===== src/rtl/rce_tx_pkg.sv =====
// Shared TX-side definitions: serializer state encoding and counter sizing helper.
package rce_tx_pkg;

    localparam int unsigned LM_DEF = 16;
    localparam int unsigned M_DEF  = 16;

    typedef enum logic [1:0] {
        IDLE     = 2'd0,
        SEND_MSG = 2'd1,
        SEND_PAR = 2'd2
    } tx_state_e;

    // Bit-index counter width for the longer of the two phases (at least 1 bit).
    function automatic int unsigned cnt_width(input int unsigned lm, input int unsigned m);
        int unsigned mx;
        mx = (lm > m) ? lm : m;
        return (mx < 2) ? 1 : int'($clog2(mx));
    endfunction

    localparam int unsigned CNT_W = cnt_width(LM_DEF, M_DEF);

endpackage


===== src/rtl/rce_codeword_serializer_if.sv =====
// Parallel word input plus serial codeword output of the RCE serializer.
interface rce_codeword_serializer_if #(
    parameter int unsigned Lm = 16,
    parameter int unsigned M  = 16
);
    logic [Lm-1:0] msg;
    logic [M-1:0]  p;
    logic          load;
    logic          ready;
    logic          y;
    logic          y_valid;
    logic          y_ready;
    logic          y_last;
    logic          busy;
    logic          ovf;

    modport master (
        output msg, p, load, y_ready,
        input  ready, y, y_valid, y_last, busy, ovf
    );

    modport slave (
        input  msg, p, load, y_ready,
        output ready, y, y_valid, y_last, busy, ovf
    );
endinterface


===== src/rtl/rce_word_hold.sv =====
// One-entry codeword hold buffer: register plus full flag.
module rce_word_hold #(
    parameter int unsigned W = 32
) (
    input  logic         clk,
    input  logic         rst,
    input  logic         push,
    input  logic         pop,
    input  logic [W-1:0] din,
    output logic [W-1:0] dout,
    output logic         full
);

    // Capture on push, release on pop; push and pop never coincide.
    always_ff @(posedge clk or negedge rst) begin
        if (!rst) begin
            full <= 1'b0;
            dout <= '0;
        end else if (push) begin
            full <= 1'b1;
            dout <= din;
        end else if (pop) begin
            full <= 1'b0;
        end
    end

endmodule


===== src/rtl/rce_codeword_serializer.sv =====
// Serializes {msg, parity} MSB-first under valid/ready, with a one-word hold slot.
module rce_codeword_serializer
    import rce_tx_pkg::*;
#(
    parameter int unsigned Lm = 16,
    parameter int unsigned M  = 16
) (
    input  logic clk,
    input  logic rst,
    rce_codeword_serializer_if.slave bus
);

    localparam int unsigned W  = Lm + M;
    localparam int unsigned CW = cnt_width(Lm, M);
    localparam logic [CW-1:0] MSG_TOP = CW'(Lm - 1);
    localparam logic [CW-1:0] PAR_TOP = CW'(M - 1);

    tx_state_e     state, state_nx;
    logic [CW-1:0] cnt, cnt_nx;
    logic [W-1:0]  sh, sh_nx;
    logic          y_q, y_nx;
    logic          vld_q, vld_nx;
    logic          last_q, last_nx;
    logic          ovf_q;

    logic          hold_full;
    logic [W-1:0]  hold_data;
    logic          xfer, last_xfer, accept, load_shift, push, pop, start;
    logic [W-1:0]  new_word;

    // Handshake decode and routing of an accepted word.
    assign xfer       = vld_q & bus.y_ready;
    assign last_xfer  = xfer & (state == SEND_PAR) & (cnt == '0);
    assign accept     = bus.load & ~hold_full;
    assign load_shift = accept & ((state == IDLE) | (last_xfer & ~hold_full));
    assign pop        = last_xfer & hold_full;
    assign push       = accept & ~load_shift;
    assign start      = load_shift | pop;
    assign new_word   = pop ? hold_data : W'({bus.msg, bus.p});

    rce_word_hold #(.W(W)) u_hold (
        .clk  (clk),
        .rst  (rst),
        .push (push),
        .pop  (pop),
        .din  (W'({bus.msg, bus.p})),
        .dout (hold_data),
        .full (hold_full)
    );

    // Next-state, counter and shift datapath.
    always_comb begin
        state_nx = state;
        cnt_nx   = cnt;
        sh_nx    = sh;
        y_nx     = y_q;
        vld_nx   = vld_q;
        unique case (state)
            IDLE: begin
            end
            SEND_MSG: begin
                if (xfer) begin
                    y_nx  = sh[W-1];
                    sh_nx = {sh[W-2:0], 1'b0};
                    if (cnt == '0) begin
                        state_nx = SEND_PAR;
                        cnt_nx   = PAR_TOP;
                    end else begin
                        cnt_nx = cnt - CW'(1);
                    end
                end
            end
            SEND_PAR: begin
                if (xfer) begin
                    if (cnt == '0) begin
                        state_nx = IDLE;
                        vld_nx   = 1'b0;
                        y_nx     = 1'b0;
                    end else begin
                        y_nx   = sh[W-1];
                        sh_nx  = {sh[W-2:0], 1'b0};
                        cnt_nx = cnt - CW'(1);
                    end
                end
            end
            default: state_nx = IDLE;
        endcase
        if (start) begin
            state_nx = SEND_MSG;
            cnt_nx   = MSG_TOP;
            y_nx     = new_word[W-1];
            sh_nx    = {new_word[W-2:0], 1'b0};
            vld_nx   = 1'b1;
        end
        last_nx = (state_nx == SEND_PAR) && (cnt_nx == '0);
    end

    // State and registered serial outputs; overflow is sticky until reset.
    always_ff @(posedge clk or negedge rst) begin
        if (!rst) begin
            state  <= IDLE;
            cnt    <= '0;
            sh     <= '0;
            y_q    <= 1'b0;
            vld_q  <= 1'b0;
            last_q <= 1'b0;
            ovf_q  <= 1'b0;
        end else begin
            state  <= state_nx;
            cnt    <= cnt_nx;
            sh     <= sh_nx;
            y_q    <= y_nx;
            vld_q  <= vld_nx;
            last_q <= last_nx;
            if (bus.load && hold_full) begin
                ovf_q <= 1'b1;
            end
        end
    end

    assign bus.y       = y_q;
    assign bus.y_valid = vld_q;
    assign bus.y_last  = last_q;
    assign bus.ovf     = ovf_q;
    assign bus.ready   = ~hold_full;
    assign bus.busy    = (state != IDLE) | hold_full;

endmodule


===== src/flat_wrapper.sv =====
// flat-port wrapper written by rule: the top's interface ports become plain ports
module rce_codeword_serializer_flat import rce_tx_pkg::*;
#(
    parameter int unsigned Lm = 16,
    parameter int unsigned M  = 16
)
  (clk, rst, bus_msg, bus_p, bus_load, bus_y_ready, bus_ready, bus_y, bus_y_valid, bus_y_last, bus_busy, bus_ovf);
  rce_codeword_serializer_if #(.Lm(Lm), .M(M)) bus_i ();
  input  logic clk;
  input  logic rst;
  input wire logic [$bits(bus_i.msg)-1:0] bus_msg;
  input wire logic [$bits(bus_i.p)-1:0] bus_p;
  input wire logic [$bits(bus_i.load)-1:0] bus_load;
  input wire logic [$bits(bus_i.y_ready)-1:0] bus_y_ready;
  output wire logic [$bits(bus_i.ready)-1:0] bus_ready;
  output wire logic [$bits(bus_i.y)-1:0] bus_y;
  output wire logic [$bits(bus_i.y_valid)-1:0] bus_y_valid;
  output wire logic [$bits(bus_i.y_last)-1:0] bus_y_last;
  output wire logic [$bits(bus_i.busy)-1:0] bus_busy;
  output wire logic [$bits(bus_i.ovf)-1:0] bus_ovf;
  assign bus_i.msg = bus_msg;
  assign bus_i.p = bus_p;
  assign bus_i.load = bus_load;
  assign bus_i.y_ready = bus_y_ready;
  assign bus_ready = bus_i.ready;
  assign bus_y = bus_i.y;
  assign bus_y_valid = bus_i.y_valid;
  assign bus_y_last = bus_i.y_last;
  assign bus_busy = bus_i.busy;
  assign bus_ovf = bus_i.ovf;
  rce_codeword_serializer #(.Lm(Lm), .M(M)) u_core (.clk(clk), .rst(rst), .bus(bus_i));
endmodule

===== config.mk =====
export PLATFORM = sky130hd
export DESIGN_NAME = rce_codeword_serializer_flat
export DESIGN_NICKNAME = d
export VERILOG_FILES = /design/src/rtl/rce_tx_pkg.sv /design/src/rtl/rce_codeword_serializer_if.sv /design/src/rtl/rce_word_hold.sv /design/src/rtl/rce_codeword_serializer.sv /design/src/flat_wrapper.sv
export SDC_FILE = /design/constraint.sdc
export NUM_CORES = 1
export LEC_CHECK = 0
export BUFFER_PORTS_ARGS = -buffer_cell sky130_fd_sc_hd__buf_4
export CAP_MARGIN = 20
export CORE_AREA = 2 2 87 89
export DETAILED_ROUTE_END_ITERATION = 12
export DIE_AREA = 0 0 89 91
export PLACE_DENSITY = 0.85
export SYNTH_ARGS = -nofsm -noshare
export SYNTH_HDL_FRONTEND = slang
export SYNTH_SLANG_ARGS = --single-unit

===== constraint.sdc =====
create_clock -name clk -period 2.15 [get_ports clk]
set_clock_uncertainty 0.1 [all_clocks]
set_input_delay 0.215 -clock clk [delete_from_list [all_inputs] [get_ports clk]]
set_output_delay 0.215 -clock clk [all_outputs]
set_load 0.01 [all_outputs]

Yosys cells after proc, flatten, opt, wreduce, memory -nomap -nowiden
Index checks and enable logic that the tools add are counted.
{"block": "totals", "ff_bits": 75, "inputBits": 36, "output_inout_bits": 6, "wordCells": 72}
{"block": "op_classes", "n_addsub": 1, "eq_ne": 6, "muxes": 29, "n_bitwise": 13, "reduce_logical": 14}
{"cell": "2-to-1 mux 32 bit", "n": 5}
{"cell": "case mux 32 bit (2 select lines)", "n": 1}
{"cell": "2-to-1 mux 4 bit", "n": 5}
{"cell": "2-to-1 mux 1 bit", "n": 10}
{"cell": "2-to-1 mux 2 bit", "n": 5}
{"cell": "nonzero test 2 bit", "n": 5}
{"cell": "bitwise AND 1 bit", "n": 8}
{"cell": "zero test 4 bit", "n": 2}
{"cell": "case mux 4 bit (2 select lines)", "n": 1}
{"cell": "inequality test 3 x 1 -> 1 bit (second input constant)", "n": 2}
{"cell": "case mux 2 bit (3 select lines)", "n": 1}
{"cell": "AND reduction 3 bit", "n": 2}
{"cell": "== test 2 bit (second input constant)", "n": 2}
{"cell": "AND reduction 4 bit", "n": 1}
{"cell": "subtractor 4 x 1 -> 4 bit (second input constant)", "n": 1}
{"cell": "inequality test 3 x 2 -> 1 bit (second input constant)", "n": 1}
{"cell": "bitwise OR 1 bit", "n": 3}
{"cell": "nonzero test 3 bit", "n": 1}
{"cell": "== test 2 x 1 -> 1 bit (second input constant)", "n": 1}
{"cell": "logical AND 1 bit", "n": 2}
{"cell": "zero test 2 bit", "n": 1}
{"cell": "NOT 1 bit", "n": 2}
{"cell": "case mux 1 bit (2 select lines)", "n": 1}

Longest topological paths before layout
{"block": "logic_depth", "word_depth": 10, "depth_mapped": 10, "mapped_depth_nobuf": 10}

By module
A second synthesis with hierarchy kept.
{"block": "hier_totals", "cells_unflattened": 353, "area_unflattened_um2": 3829.9}
{"module": "rce_codeword_serializer", "instances": 1, "cells_per_inst": 282, "area_per_inst_um2": 2452.4, "seq_area_each_um2": 1026.0}
{"module": "rce_word_hold", "instances": 1, "cells_per_inst": 71, "area_per_inst_um2": 1377.6, "seq_area_each_um2": 825.8}

Worst setup path before layout
No wires, ideal clock.
{"block": "synth_path", "path_kind": "reg-to-reg", "from": "reg u_core.cnt[0]", "to": "reg u_core.u_hold.dout[0]", "setup_ns": 0.125, "arrival_ns": 1.860, "required_ns": 1.925, "path_slack_ns": 0.065, "path_stages_with_launch": 8, "n_path_buf": 1, "period_less_slack_ns": 2.085, "path_cell_list": "dfrtp_1 -> inv_1 -> ha_1 -> nor3b_4 -> and3_4 -> nor4b_4 -> buf_6 -> mux2_2"}
{"block": "synth_via", "elab_chain_cells": 7}
{"item": "from (decl)", "line": "rce_codeword_serializer.sv:19", "rtl": "logic [CW-1:0] cnt, cnt_nx;"}
{"item": "from (signal assigned)", "line": "rce_codeword_serializer.sv:110", "rtl": "cnt <= cnt_nx;"}
{"item": "zero test 4 bit", "line": "rce_codeword_serializer.sv:33", "rtl": "assign last_xfer = xfer & (state == SEND_PAR) & (cnt == '0);"}
{"item": "bitwise AND 1 bit", "line": "rce_codeword_serializer.sv:33"}
{"item": "bitwise AND 1 bit", "line": "rce_codeword_serializer.sv:35", "rtl": "assign load_shift = accept & ((state == IDLE) | (last_xfer & ~hold_full));"}
{"item": "bitwise OR 1 bit", "line": "rce_codeword_serializer.sv:35"}
{"item": "bitwise AND 1 bit", "line": "rce_codeword_serializer.sv:35"}
{"item": "NOT 1 bit", "line": "rce_codeword_serializer.sv:37", "rtl": "assign push = accept & ~load_shift;"}
{"item": "bitwise AND 1 bit", "line": "rce_codeword_serializer.sv:37"}
{"item": "to (signal assigned)", "line": "rce_word_hold.sv:21", "rtl": "dout <= din;"}
{"item": "to (decl)", "line": "rce_word_hold.sv:10", "rtl": "output logic [W-1:0] dout,"}
Every way passes these cells.
A chain may end at the register's enable or synchronous reset.

Final worst setup path
{"block": "layout_path", "from": "reg u_core.cnt[0]", "to": "reg u_core.sh[23]"}
{"block": "layout_via", "elab_chain_cells": 8, "word_cells_on_any_way": 14, "classes_between": "eq/ne: 3; mux: 2; bitwise: 6; reduce/logical: 3"}
{"item": "zero test 4 bit (*)", "line": "rce_codeword_serializer.sv:33, rce_codeword_serializer.sv:75"}
{"item": "bitwise AND 1 bit", "line": "rce_codeword_serializer.sv:33"}
{"item": "bitwise AND 1 bit", "line": "rce_codeword_serializer.sv:35"}
{"item": "bitwise OR 1 bit", "line": "rce_codeword_serializer.sv:35"}
{"item": "bitwise AND 1 bit", "line": "rce_codeword_serializer.sv:35"}
{"item": "bitwise OR 1 bit", "line": "rce_codeword_serializer.sv:38", "rtl": "assign start = load_shift | pop;"}
{"item": "inequality test 3 x 1 -> 1 bit (no line) (tied with other cells)"}
{"item": "AND reduction 4 bit (no line)"}
{"item": "to (signal assigned)", "line": "rce_codeword_serializer.sv:111", "rtl": "sh <= sh_nx;"}
{"item": "to (decl)", "line": "rce_codeword_serializer.sv:20", "rtl": "logic [W-1:0] sh, sh_nx;"}
Every way passes the cells marked *; elsewhere a longest branch is shown, timed or not.

==> results.md <==
- Post-synth design cell area: 3660 um^2
- CTS tree: done
- Clk buf depth: 2
- Cell count after placement: 452
- Row cnt: 31
- Crit path cell chain: inv_1 > ha_2 > nor3b_4 > buf_4 > a21oi_4 > o21a_4 > clkbuf_16 > a21oi_1 > a22oi_1
- Final worst-path cycle share: 1.01
- Crit path DAT: 2.31 ns
- Min Clock Period, post-route: 2.17 ns
- Peak supply drop: 0.624 mV
- Vias in the first global route: 2699
- Share of layout cells above drive strength 1: 0.359
- Final Hold Vio Count: 2
- Antenna Nets Post-Route: 0
- Post-Synthesis Net Count: 362
- Sequential Power Share: 0.361
- Vias: 2966
- Pwr per Cell Area: 1380 nW/um^2
- Top delay family on crit path: compound AO/OA/AOI/OAI gates
- Global-route usage over all layers: 0.196
- RePlAce Congestion: 0.915
- Drt total wl: 9390 um
- Warnings from Yosys: 0
- Seq cells post-synth: 74
- Top_reg_cell synth: dfrtp_1
- Commonest cells after routing, fill and taps aside: dfrtp_1 (74), buf_4 (50), nand2_1 (41)
- Worst rel slew slack: 0.651
- Root buffer cell: clkbuf_8
- F_max: 0.461 GHz
- Worst-path fanout max: 6
- Detailed Place HPWL: 4680 um
- Drt pass-1 iters: 5
- Nets: 446
- Post-route setup slack: -0.0194 ns
- Largest stage delay on the critical path: 0.38 ns
- First-pass GRT wire length: 12300 um
- Core area: 7140 um^2
- Critical Path RT: 2.29 ns
- Gr ovfl total: 0
- Syn Area/Cell: 11.4 um^2
- Crit path capture type: flop
- Fin. max-slew vios: 0
- Number of clock sinks: 74
- Power share of the combinational group: 0.450
- Hold_ws: -0.00198 ns
- Status: finished, violations left
- HP Class: in -> reg
- Clock share of power: 0.189
- Critical path startpoint category: flop
- Pre-CTS WS: 0.0195 ns
- Area of the die: 8100 um^2
- Pin count of the biggest net entering global routing: 66
- Top Ports: 42
- Number of synthesized flops with an enable pin: 0
- Horiz. Die Dim: 89 um
- Sw power: 2520 uW
- Slowest-stage cell, CP: dfrtp_1
- Lkg Pwr: 0.00218 uW
- Post-Syn Instances: 320
- Sw frac: 0.359
- Crit path kind: reg -> reg
- Worst-margin pin slew: 0.523 ns
- MaxCap Viol Count: 0
- Number of diodes: 0
- WL/cell: 18.5 um
- Starting Density: 0.513
- Internal power: 4490 uW
- Unrepaired setup endpoints after global routing: true
- CP bufs+invs: 3
- Most common library cell in the layout ignoring fill and taps: dfrtp_1
- Clk slew on worst S/H paths: 0.08 ns
- I/O Buffers: 41
- Layout Area Growth over Synthesis: 38.6%
- Register area share after synthesis: 0.506
- Final setup viols: 3
- Die H: 91 um
- Iter 0 DRT Violations: 300
- Setup TNS: -0.0265 ns
- DRC viols: 0
- Number of CTS-inserted buffers: 9
- H-tree depth: 3
- Post-synthesis cell type count: 42
- Via/cell ratio: 5.84
- Ys async rst share: 1.00
- Worst skew pair latency: 0.36 ns
- Number of non-filler instances in the completed layout: 508
- Failing checks: hold timing, setup timing
- Initial antenna violation count: 0
[cell families (layout without fill, tap and decap cells)]
logic type,after synthesis,after routing,synth area share
adder cells (fa/ha/maj),6,6,0.0205
AO/OA/AOI/OAI,83,83,0.149
AND/OR/NAND/NOR,67,67,0.0975
multiplexers,63,63,0.183
flip-flops,74,74,0.506
buffers and inverters,27,116,0.0431
[state kept, by name, indices dropped and copies added, names as in the netlist]
name,cells
u_core.cnt,4
u_core.state,2
u_core.bus.y,1
u_core.sh,31
u_core.bus.y_valid,1
u_core.u_hold.dout,32
u_core.bus.y_last,1
u_core.u_hold.full,1
u_core.bus.ovf,1
[per-layer routing]
metal  track usage  wire [um]
met1         0.264       4000
met2         0.295       4620
met3        0.0400        462
met4         0.102        309
met5             0          0
[layout make-up]
| class | count | area, um^2 |
|---|---|---|
| repair buffers | 93 | 980 |
| flip-flops and latches | 74 | 1850 |
| multi-input cells | 219 | 1850 |
| well taps | 99 | 124 |
| clock inverters | 7 | 116 |
| fillers | 488 | 2070 |
| clock buffers | 9 | 124 |
| inverters | 7 | 26.3 |
[cell usage after synthesis, types with 2 or more instances]
master | n | area (um^2)
dfrtp_1 | 74 | 1850
nand2_1 | 41 | 154
a21oi_1 | 32 | 160
a22oi_1 | 31 | 233
mux2_2 | 31 | 349
mux2i_1 | 31 | 310
buf_2 | 9 | 45.0
inv_1 | 7 | 26.3
buf_4 | 6 | 45.0
ha_1 | 6 | 75.1
nand3_1 | 5 | 25.0
nor2_1 | 4 | 15.0
nor3_1 | 4 | 20.0
a21o_1 | 3 | 22.5
buf_6 | 3 | 33.8
o21a_1 | 3 | 22.5
clkbuf_1 | 2 | 7.51
o211ai_1 | 2 | 15.0
o21ai_0 | 2 | 10.0
or2_2 | 2 | 12.5
[final timing paths]
kind | startpoint | endpoint | slack (ns) | depth (start not counted)
min in group asynchronous | rst | u_core.u_hold.dout[9] | 0.27 | 2
max in group asynchronous | rst | u_core.cnt[2] | 1.09 | 3
min reg2reg | u_core.bus.ovf | u_core.bus.ovf | 0.36 | 1
min | bus_p[12] | u_core.u_hold.dout[12] | -0.002 | 2
max | u_core.cnt[0] | u_core.sh[23] | -0.02 | 9
max reg2reg | u_core.cnt[0] | u_core.sh[23] | -0.02 | 9
[what timing repair did]
action,4_1_cts,5_1_grt
resized for setup,0,52
hold endpoints to repair,58,3
buffers inserted,0,7
hold buffers,20,3
setup endpoints to repair,0,64
[worst register-to-register path, cell delays in order, from the launching register on]
cell	delay, ns
dfrtp_1	0.38
inv_1	0.06
ha_2	0.17
nor3b_4	0.33
buf_4	0.20
a21oi_4	0.07
o21a_4	0.27
clkbuf_16	0.17
a21oi_1	0.19
a22oi_1	0.12
[power by group through the flow]
| stage | logic, uW | registers, uW | clock network, uW |
|---|---|---|---|
| 3_3_place_gp | 2350 | 2440 | 0 |
| 4_1_cts | 2510 | 2470 | 1320 |
| 6_report | 3160 | 2530 | 1320 |
| 5_1_grt | 3460 | 2600 | 1390 |
| 3_5_place_dp | 2450 | 2480 | 0 |
| 2_1_floorplan | 1870 | 2390 | 0 |
[metrics by stage]
stage	hold WS (ns)	power, uW	instance area, um^2	utilization
global placement	0.115	4780	4120	0.578
finish	-0.00198	7010	5070	0.711
global route	0.00505	7450	5070	0.711
floorplan	-0.181	4260	3660	-
detailed placement	0.120	4940	4120	0.578
CTS	0.000442	6300	4560	0.639
Power figures use the tool's default switching activity.
